File: src/rtl/veririsc_pkg.sv
// -----------------------------------------------------------------------------
// veririsc_pkg
//   Shared definitions for the VeriRISC core: ISA opcodes, the 8-phase
//   instruction cycle encoding and a small ALU-op classifier. Used by the
//   controller, the ALU and the bench.
//   No ports (package).
// -----------------------------------------------------------------------------
package veririsc_pkg;

   localparam int OPC_W   = 3;   // opcode width, fixed by the ISA
   localparam int PHASE_W = 3;   // 8 phases per instruction

   // Opcodes (IR[7:5])
   localparam logic [OPC_W-1:0] HLT = 3'd0;
   localparam logic [OPC_W-1:0] SKZ = 3'd1;
   localparam logic [OPC_W-1:0] ADD = 3'd2;
   localparam logic [OPC_W-1:0] AND = 3'd3;
   localparam logic [OPC_W-1:0] XOR = 3'd4;
   localparam logic [OPC_W-1:0] LDA = 3'd5;
   localparam logic [OPC_W-1:0] STO = 3'd6;
   localparam logic [OPC_W-1:0] JMP = 3'd7;

   // Instruction-cycle phases
   typedef enum logic [PHASE_W-1:0] {
      INST_ADDR  = 3'd0,
      INST_FETCH = 3'd1,
      INST_LOAD  = 3'd2,
      IDLE       = 3'd3,
      OP_ADDR    = 3'd4,
      OP_FETCH   = 3'd5,
      ALU_OP     = 3'd6,
      STORE      = 3'd7
   } phase_t;

   // Instructions whose result comes back through the ALU into the accumulator
   function automatic logic is_aluop(input logic [OPC_W-1:0] op);
      return (op == ADD) || (op == AND) || (op == XOR) || (op == LDA);
   endfunction

endpackage

File: src/rtl/veririsc_controller_if.sv
// -----------------------------------------------------------------------------
// veririsc_controller_if
//   Bundles the controller <-> datapath signals.
//   master : controller side (drives strobes, halt, phase; reads opcode, zero
//            and, when VERIRISC_HALT_RESUME_EN is defined, resume)
//   slave  : datapath side (mirror image)
//   Signals: opcode, zero, [resume], sel, rd, wr, ld_ir, inc_pc, ld_pc, ld_ac,
//            data_e, halt, phase.
//   Macro: VERIRISC_HALT_RESUME_EN adds the resume signal.
// -----------------------------------------------------------------------------
interface veririsc_controller_if;
   import veririsc_pkg::*;

   logic [OPC_W-1:0]   opcode;
   logic               zero;
`ifdef VERIRISC_HALT_RESUME_EN
   logic               resume;
`endif
   logic               sel;
   logic               rd;
   logic               wr;
   logic               ld_ir;
   logic               inc_pc;
   logic               ld_pc;
   logic               ld_ac;
   logic               data_e;
   logic               halt;
   logic [PHASE_W-1:0] phase;

`ifdef VERIRISC_HALT_RESUME_EN
   modport master (
      input  opcode, zero, resume,
      output sel, rd, wr, ld_ir, inc_pc, ld_pc, ld_ac, data_e, halt, phase
   );
   modport slave (
      output opcode, zero, resume,
      input  sel, rd, wr, ld_ir, inc_pc, ld_pc, ld_ac, data_e, halt, phase
   );
`else
   modport master (
      input  opcode, zero,
      output sel, rd, wr, ld_ir, inc_pc, ld_pc, ld_ac, data_e, halt, phase
   );
   modport slave (
      output opcode, zero,
      input  sel, rd, wr, ld_ir, inc_pc, ld_pc, ld_ac, data_e, halt, phase
   );
`endif

endinterface

File: src/rtl/veririsc_ctrl_decode.sv
// -----------------------------------------------------------------------------
// veririsc_ctrl_decode
//   Purely combinational strobe decode from {phase, opcode, zero, halted}.
//   Inputs : phase, opcode, zero (accumulator == 0), halted (sticky halt flag)
//   Outputs: sel, rd, wr, ld_ir, inc_pc, ld_pc, ld_ac, data_e, halt
// -----------------------------------------------------------------------------
module veririsc_ctrl_decode
   import veririsc_pkg::*;
(
   input  phase_t           phase,
   input  logic [OPC_W-1:0] opcode,
   input  logic             zero,
   input  logic             halted,
   output logic             sel,
   output logic             rd,
   output logic             wr,
   output logic             ld_ir,
   output logic             inc_pc,
   output logic             ld_pc,
   output logic             ld_ac,
   output logic             data_e,
   output logic             halt
);

   logic alu_op;
   assign alu_op = is_aluop(opcode);

   always_comb begin
      sel    = 1'b0;
      rd     = 1'b0;
      wr     = 1'b0;
      ld_ir  = 1'b0;
      inc_pc = 1'b0;
      ld_pc  = 1'b0;
      ld_ac  = 1'b0;
      data_e = 1'b0;
      halt   = 1'b0;

      if (halted) begin
         // Frozen: only halt is visible so the PC cannot creep forward.
         halt = 1'b1;
      end else begin
         unique case (phase)
            INST_ADDR: begin
               sel = 1'b1;
            end
            INST_FETCH: begin
               sel = 1'b1;
               rd  = 1'b1;
            end
            INST_LOAD, IDLE: begin
               sel   = 1'b1;
               rd    = 1'b1;
               ld_ir = 1'b1;
            end
            OP_ADDR: begin
               inc_pc = 1'b1;
               halt   = (opcode == HLT);
            end
            OP_FETCH: begin
               rd = alu_op;
            end
            ALU_OP: begin
               rd     = alu_op;
               inc_pc = (opcode == SKZ) && zero;
               ld_pc  = (opcode == JMP);
               data_e = (opcode == STO);
            end
            STORE: begin
               rd     = alu_op;
               ld_ac  = alu_op;
               ld_pc  = (opcode == JMP);
               inc_pc = (opcode == JMP);
               wr     = (opcode == STO);
               data_e = (opcode == STO);
            end
            default: ;
         endcase
      end
   end

endmodule

File: src/rtl/veririsc_controller.sv
// -----------------------------------------------------------------------------
// veririsc_controller
//   Instruction sequencer for the VeriRISC core. Holds the 8-phase counter and
//   the halted flag; strobe decode lives in veririsc_ctrl_decode.
//   Ports: clk   - rising-edge clock
//          rst_n - asynchronous active-low reset
//          bus   - veririsc_controller_if.master (opcode/zero in, strobes,
//                  halt and phase out, optional resume in)
//   Macro: VERIRISC_HALT_RESUME_EN - when defined, resume=1 while halted
//          restarts the cycle at INST_ADDR; otherwise halt is sticky.
// -----------------------------------------------------------------------------
module veririsc_controller
   import veririsc_pkg::*;
(
   input  logic                   clk,
   input  logic                   rst_n,
   veririsc_controller_if.master  bus
);

   phase_t phase_reg, phase_next;
   logic   halted_reg, halted_next;
   logic   resume_req;

`ifdef VERIRISC_HALT_RESUME_EN
   assign resume_req = bus.resume;
`else
   assign resume_req = 1'b0;
`endif

   always_ff @(posedge clk or negedge rst_n) begin
      if (!rst_n) begin
         phase_reg  <= INST_ADDR;
         halted_reg <= 1'b0;
      end else begin
         phase_reg  <= phase_next;
         halted_reg <= halted_next;
      end
   end

   always_comb begin
      phase_next  = phase_reg;
      halted_next = halted_reg;
      if (halted_reg) begin
         // Phase stays parked at OP_ADDR until a resume (if built in).
         if (resume_req) begin
            halted_next = 1'b0;
            phase_next  = INST_ADDR;
         end
      end else if (phase_reg == OP_ADDR && bus.opcode == HLT) begin
         // Halt takes effect on this edge; phase does not advance.
         halted_next = 1'b1;
      end else begin
         phase_next = phase_t'(phase_reg + PHASE_W'(1));
      end
   end

   veririsc_ctrl_decode u_decode (
      .phase  (phase_reg),
      .opcode (bus.opcode),
      .zero   (bus.zero),
      .halted (halted_reg),
      .sel    (bus.sel),
      .rd     (bus.rd),
      .wr     (bus.wr),
      .ld_ir  (bus.ld_ir),
      .inc_pc (bus.inc_pc),
      .ld_pc  (bus.ld_pc),
      .ld_ac  (bus.ld_ac),
      .data_e (bus.data_e),
      .halt   (bus.halt)
   );

   assign bus.phase = phase_reg;

endmodule

File: src/flat_wrapper.sv
// flat-port wrapper written by rule: the top's interface ports become plain ports
module veririsc_controller_flat import veririsc_pkg::*;
  (clk, rst_n, bus_opcode, bus_zero, bus_sel, bus_rd, bus_wr, bus_ld_ir, bus_inc_pc, bus_ld_pc, bus_ld_ac, bus_data_e, bus_halt, bus_phase);
  veririsc_controller_if bus_i ();
  input  logic clk;
  input  logic rst_n;
  input wire logic [$bits(bus_i.opcode)-1:0] bus_opcode;
  input wire logic [$bits(bus_i.zero)-1:0] bus_zero;
  output wire logic [$bits(bus_i.sel)-1:0] bus_sel;
  output wire logic [$bits(bus_i.rd)-1:0] bus_rd;
  output wire logic [$bits(bus_i.wr)-1:0] bus_wr;
  output wire logic [$bits(bus_i.ld_ir)-1:0] bus_ld_ir;
  output wire logic [$bits(bus_i.inc_pc)-1:0] bus_inc_pc;
  output wire logic [$bits(bus_i.ld_pc)-1:0] bus_ld_pc;
  output wire logic [$bits(bus_i.ld_ac)-1:0] bus_ld_ac;
  output wire logic [$bits(bus_i.data_e)-1:0] bus_data_e;
  output wire logic [$bits(bus_i.halt)-1:0] bus_halt;
  output wire logic [$bits(bus_i.phase)-1:0] bus_phase;
  assign bus_i.opcode = bus_opcode;
  assign bus_i.zero = bus_zero;
  assign bus_sel = bus_i.sel;
  assign bus_rd = bus_i.rd;
  assign bus_wr = bus_i.wr;
  assign bus_ld_ir = bus_i.ld_ir;
  assign bus_inc_pc = bus_i.inc_pc;
  assign bus_ld_pc = bus_i.ld_pc;
  assign bus_ld_ac = bus_i.ld_ac;
  assign bus_data_e = bus_i.data_e;
  assign bus_halt = bus_i.halt;
  assign bus_phase = bus_i.phase;
  veririsc_controller u_core (.clk(clk), .rst_n(rst_n), .bus(bus_i));
endmodule
File: config.mk
export PLATFORM = sky130hd
export DESIGN_NAME = veririsc_controller_flat
export DESIGN_NICKNAME = d
export VERILOG_FILES = /design/src/rtl/veririsc_pkg.sv /design/src/rtl/veririsc_controller_if.sv /design/src/rtl/veririsc_ctrl_decode.sv /design/src/rtl/veririsc_controller.sv /design/src/flat_wrapper.sv
export SDC_FILE = /design/constraint.sdc
export NUM_CORES = 1
export LEC_CHECK = 0
export ABC_AREA = 1
export CORE_AREA = 4 4 41 43
export CTS_CLUSTER_SIZE = 14
export DETAILED_ROUTE_END_ITERATION = 6
export DIE_AREA = 0 0 45 47
export SLEW_MARGIN = 0
export SYNTH_ARGS = -nofsm -noshare
export SYNTH_HDL_FRONTEND = slang
export SYNTH_SLANG_ARGS = --single-unit
File: constraint.sdc
create_clock -name clk -period 2.1 [get_ports clk]
set_input_delay 0.42 -clock clk [delete_from_list [all_inputs] [get_ports clk]]
set_output_delay 0.42 -clock clk [all_outputs]
set_load 0.005 [all_outputs]
==> results of run 1 <==
## layout make-up
class	count	share of cell area
sequential	4	0.149
tap	15	0.0276
inverter	10	0.0551
timing repair buffer	23	0.303
multi-input combinational	48	0.432
clock buffer	3	0.0331
## power by group through the flow
stage	Sequential, uW	Clock, uW	Combinational (uW)
2_1_floorplan	78.5	0	5.76
3_3_place_gp	78.5	0	22.4
3_5_place_dp	78.5	0	22.8
4_1_cts	77.5	95.4	20.7
5_1_grt	77.5	97.0	23.1
6_report	77.6	89.5	21.6
## per-layer routing
metal	vias up	global-route usage
li1	248	-
met4	0	0.0526
met3	0	0
met5	-	0
met1	198	0.143
met2	7	0.169
## worst max-delay path by stage
stage / to / slack [ps]
finish: bus_ld_pc / 90
floorplan: bus_ld_ac / 570
detailed placement: bus_wr / -240
CTS: bus_ld_ir / 40
global route: bus_ld_ac / -40
global placement: bus_wr / -200
## timing repair
item                                    CTS  global route
resized for setup                        16             9
pin swaps                                 0             1
endpoints found under the setup margin    8             5
## cells in the final DEF, fill, tap and decap left out, types with 2 or more instances in the layout
cell type        instances
nand2_2                  2
a21oi_1                  2
dfrtp_1                  3
inv_2                    2
inv_1                    8
clkbuf_4                 3
nor2_2                   2
nor2_1                   6
nand2_1                 20
buf_4                    6
nand3_1                  3
ha_1                     2
clkdlybuf4s50_1          5
ha_2                     4
clkdlybuf4s15_1          2
dlygate4sd2_1            9
## synthesized netlist by cell type, drive strengths merged
cell,count,area share
nand2,22,0.22
inv,10,0.093
nor2,9,0.11
a21oi,3,0.037
ha,6,0.19
dfrtp,4,0.25
nand3,3,0.037
nor4,1,0.015
nor3,2,0.025
nand3b,1,0.019
nand4,1,0.015
## metrics by stage
stage	instance area (um^2)	TNS [ps]	utilization
final	681	0	0.523
after global routing	681	-61.0	0.523
after CTS	657	0	0.505
after detailed placement	638	-1110	0.490
after global placement	638	-1070	0.490
after floorplan	404	0	-
## cell families (layout without fill, tap and decap cells)
group           count (synthesis)  after routing  share of synthesized area
fa+ha+maj                       6              6                      0.186
compound gates                  3              3                     0.0371
simple gates                   39             39                      0.437
buf+inv                        10             36                     0.0929
flops                           4              4                      0.248
==> metrics.txt, run 1 <==
CP cell instances ha_2, ha_2, inv_2, nand2_1, nand2_1, nor3_2, dlygate4sd2_1; post-place setup slack -244 ps; WL/cell 9.61 um; CP startpoint kind flip-flop; Pleak 0.000367 uW; met2 WL 507 um; CP top delay family flip-flops; DIE HEIGHT 47 um; number of synthesized register bits 4; Pwr Total 189 uW; hold buffer count at CTS 0; reg-to-reg critical path startpoint u_core.bus.phase[1]$_DFFE_PN0P_; synthesized area 404 um^2; Avg Synthesized Cell Area 6.52 um^2; Clock power frac 0.474; largest net degree at the start of global routing 9; kind of end point of the critical path output port; final slew viol count 0; max FFs per register 3; number of remaining DRC errors 0; CP max stage cell dfrtp_1; CP startpoint u_core.bus.phase[0]$_DFFE_PN0P_; drt first pass iters 2; Root Driver clkbuf_4; Hold Vio Cnt, Final 0; # Post-CTS Setup Buffers 0; Setup CP Type flip-flop to output port; Final Wtd Congestion 0.752; Final nets 102; Net Sw Frac 0.196; Hold WS 388 ps; skew final 1.15 ps; GR Overflow Total 0; Worst Tran Pin Value 263 ps; GRT Total Usage 0.104; Setup violations, final 0; area delta synth->final 68.4%; combinational power share 0.114; Port Buffers 17; Inst Count DP 100; FF-to-FF setup slack 720 ps; n_diodes 0; metal3 WL 31 um; register area share after synthesis 0.248; Die Area 0.00212 mm^2; Reg power frac 0.411; Die Wd 45 um; critical path depth 7; Top Metal Used met3; Syn Inst Count 62; post-route clock period utilization 0.958; Mapped Nets 74; worst reg2reg path depth 9; CP max FO 4; FILL cells 148; WP buf/inv 2; antenna-violating nets left 0; cell area power density 277 mW/mm^2; global-route wire length before repair 1.66 mm; reg2reg end u_core.bus.phase[2]$_DFFE_PN0P_; vias per cell 4.40; worst setup margin 87.2 ps; register clock-pin slew on the reported worst setup and hold paths 30 ps; Critical Path RT 1680 ps; initial antenna violation count 0; Via Count 453; maxcap violations 0; H-tree lvl count 1; status complete, no violations; register area 101 um^2; number of CTS-inserted buffers 3; CTS sink cnt 4; final std cells w/o fill 103; clk_lat worst skew 230 ps; Worst EP arrival 1590 ps; I/O pin cnt 18; Synth Warn # 0; Final min period 2010 ps; total wire length 990 um; maximum vdd drop 0.193 mV; RSZ-0062 raised after global routing yes; deepest clock path buffer count 2; Worst path max stage delay 390 ps; Fmax achieved 497 MHz; M1 WL 450 um; vias in the first global route 420; floorplan row count 13; area of the multi-input gates 294 um^2; P_sw 36.9 uW; dpl hpwl 811 um; Relative slew margins 0.825; drt initial violations 1; share of cells above drive strength 1 0.273; core area 0.00130 mm^2; Internal 152 uW; CTS tree built; Initial Utilization 0.311; Yosys cell types 14; Tightest Hold Check Type input port to async pin
Note: power is estimated with default switching activity, not from simulation.
==> run 2, diff against run 1 <==
Settings changed: REMOVE_ABC_BUFFERS set to 1, SETUP_SLACK_MARGIN set to 0.05.
==> metrics.txt, run 2 (same netlist as run 1, synthesis figures left out) <==
Initial Utilization 0.311 (unchanged); FF-to-FF setup slack 690 ps (was 720 ps); Pleak 0.000356 uW (was 0.000367 uW); Relative slew margins 0.836 (was 0.825); number of remaining DRC errors 0 (unchanged); dpl hpwl 811 um (unchanged); share of cells above drive strength 1 0.326 (was 0.273); maximum vdd drop 0.196 mV (was 0.193 mV); reg2reg end u_core.bus.phase[2]$_DFFE_PN0P_ (unchanged); clk_lat worst skew 230 ps (about the same); worst reg2reg path depth 9 (unchanged); Fmax achieved 502 MHz (was 497 MHz); floorplan row count 13 (unchanged); largest net degree at the start of global routing 9 (unchanged); FILL cells 150 (was 148); Root Driver clkbuf_4 (unchanged); CP max stage cell dfrtp_1 (unchanged); I/O pin cnt 18 (unchanged); deepest clock path buffer count 2 (unchanged); GR Overflow Total 0 (unchanged); maxcap violations 0 (unchanged); area delta synth->final 67.2% (was 68.4%); post-route clock period utilization 0.948 (was 0.958); drt first pass iters 2 (unchanged); Final min period 1990 ps (was 2010 ps); Worst path max stage delay 370 ps (was 390 ps); WL/cell 9.37 um (was 9.61 um); GRT Total Usage 0.104 (unchanged); Worst EP arrival 1570 ps (was 1590 ps); skew final 1.42 ps (was 1.15 ps); antenna-violating nets left 0 (unchanged); most common cell after layout, fill and taps aside nand2_1 (unchanged); core area 0.00130 mm^2 (unchanged); Final Wtd Congestion 0.752 (unchanged); drt initial violations 3 (was 1); CTS tree built (unchanged); Hold Vio Cnt, Final 0 (unchanged); CP startpoint kind flip-flop (unchanged); Critical Path RT 1680 ps (about the same); DIE HEIGHT 47 um (unchanged); reg-to-reg critical path startpoint u_core.bus.phase[1]$_DFFE_PN0P_ (unchanged); initial antenna violation count 0 (unchanged); RSZ-0062 raised after global routing yes (unchanged); status complete, no violations (unchanged); Pwr Total 189 uW (about the same); register clock-pin slew on the reported worst setup and hold paths 30 ps (about the same); CTS sink cnt 4 (unchanged); final slew viol count 0 (unchanged); most frequent cells in the layout nand2_1 (19), inv_1 (9), dlygate4sd2_1 (9) (was nand2_1 (20), dlygate4sd2_1 (9), inv_1 (8)); Die Area 0.00212 mm^2 (unchanged); CP max FO 4 (unchanged); final core utilization 0.519 (was 0.523); vias in the first global route 420 (unchanged); Port Buffers 17 (unchanged); Final nets 103 (was 102); Via Count 455 (was 453); H-tree lvl count 1 (unchanged); Setup CP Type flip-flop to output port (unchanged); Die Wd 45 um (unchanged); max FFs per register 3 (unchanged); Tightest Hold Check Type input port to async pin (unchanged); number of CTS-inserted buffers 3 (unchanged); cell area power density 280 mW/mm^2 (was 277 mW/mm^2); vias per cell 4.38 (was 4.40); Setup violations, final 0 (unchanged); kind of end point of the critical path output port (unchanged); total wire length 974 um (was 990 um); global-route wire length before repair 1.66 mm (unchanged); Worst Tran Pin Value 245 ps (was 263 ps); TNS Setup 0 ps (unchanged); n_diodes 0 (unchanged); CP cell instances ha_2, ha_2, inv_2, nand2_1, nand2_1, nor3_2, dlygate4sd2_1 (unchanged)
run 2: changes by cell type in the layout (fill, tap and decap cells not counted), sizes merged:
| cell | previous run | this run |
|---|---|---|
| clkbuf | 3 | 6 |
| clkdlybuf4s15 | 2 | 0 |
| buf | 6 | 7 |
| dlymetal6s2s | 1 | 0 |
run 2: how the worst max path moves through the flow:
stage | start | to | slack, ps | cells after the start
floorplan | u_core.bus.phase[0]$_DFFE_PN0P_ | bus_ld_ac | 570 | 4
global placement | bus_opcode[1] | bus_wr | -200 | 6
detailed placement | bus_opcode[1] | bus_wr | -240 | 6
CTS | u_core.bus.phase[0]$_DFFE_PN0P_ | bus_ld_pc | 90 | 7
global route | u_core.bus.phase[0]$_DFFE_PN0P_ | bus_ld_pc | -7 | 7
finish | u_core.bus.phase[0]$_DFFE_PN0P_ | bus_ld_pc | 110 | 7
run 2: repair_timing:
action / in CTS / in global routing
resized for setup: 17 / 13
pin swaps: 0 / 3
setup endpoints to repair: 9 / 7
setup buffers: 0 / 1
hold buffers: 0 / 0
run 2: power breakdown:
part	internal [uW]	switching (uW)
registers	77.6	0
logic	10.6	10.8
clock network	63.6	26.5
total	152	37.3
run 2: metal layers:
layer,GRT usage,share of wire,vias up
li1,-,-,249
met4,0.0526,0,0
met5,0,0,-
met2,0.169,0.52,7
met3,0,0.038,0
met1,0.143,0.44,199
run 2: area by class of cell:
cell class                 instances  area [um^2]  area share
multi-input combinational         48          299       0.443
clock buffer                       3         22.5      0.0333
sequential                         4          101       0.150
inverter                          10         37.5      0.0556
timing repair buffer              24          196       0.291
tap                               15         18.8      0.0278
run 2: worst max-delay path: cells and delay by family (launching register included):
family                     cells  cell delay, ps
adders and majority gates      2             380
DFF                            1             370
buffers and inverters          2             310
and+or+nand+nor                3             280
run 2: stage by stage:
stage / setup slack, ps / hold slack [ps] / std cells / area (um^2)
final: 109 / 387 / 104 / 676
after global routing: -7.26 / 388 / 104 / 676
after CTS: 90.2 / 384 / 103 / 656
after detailed placement: -244 / 522 / 100 / 638
after global placement: -201 / 522 / 100 / 638
after floorplan: 568 / 124 / 62 / 404
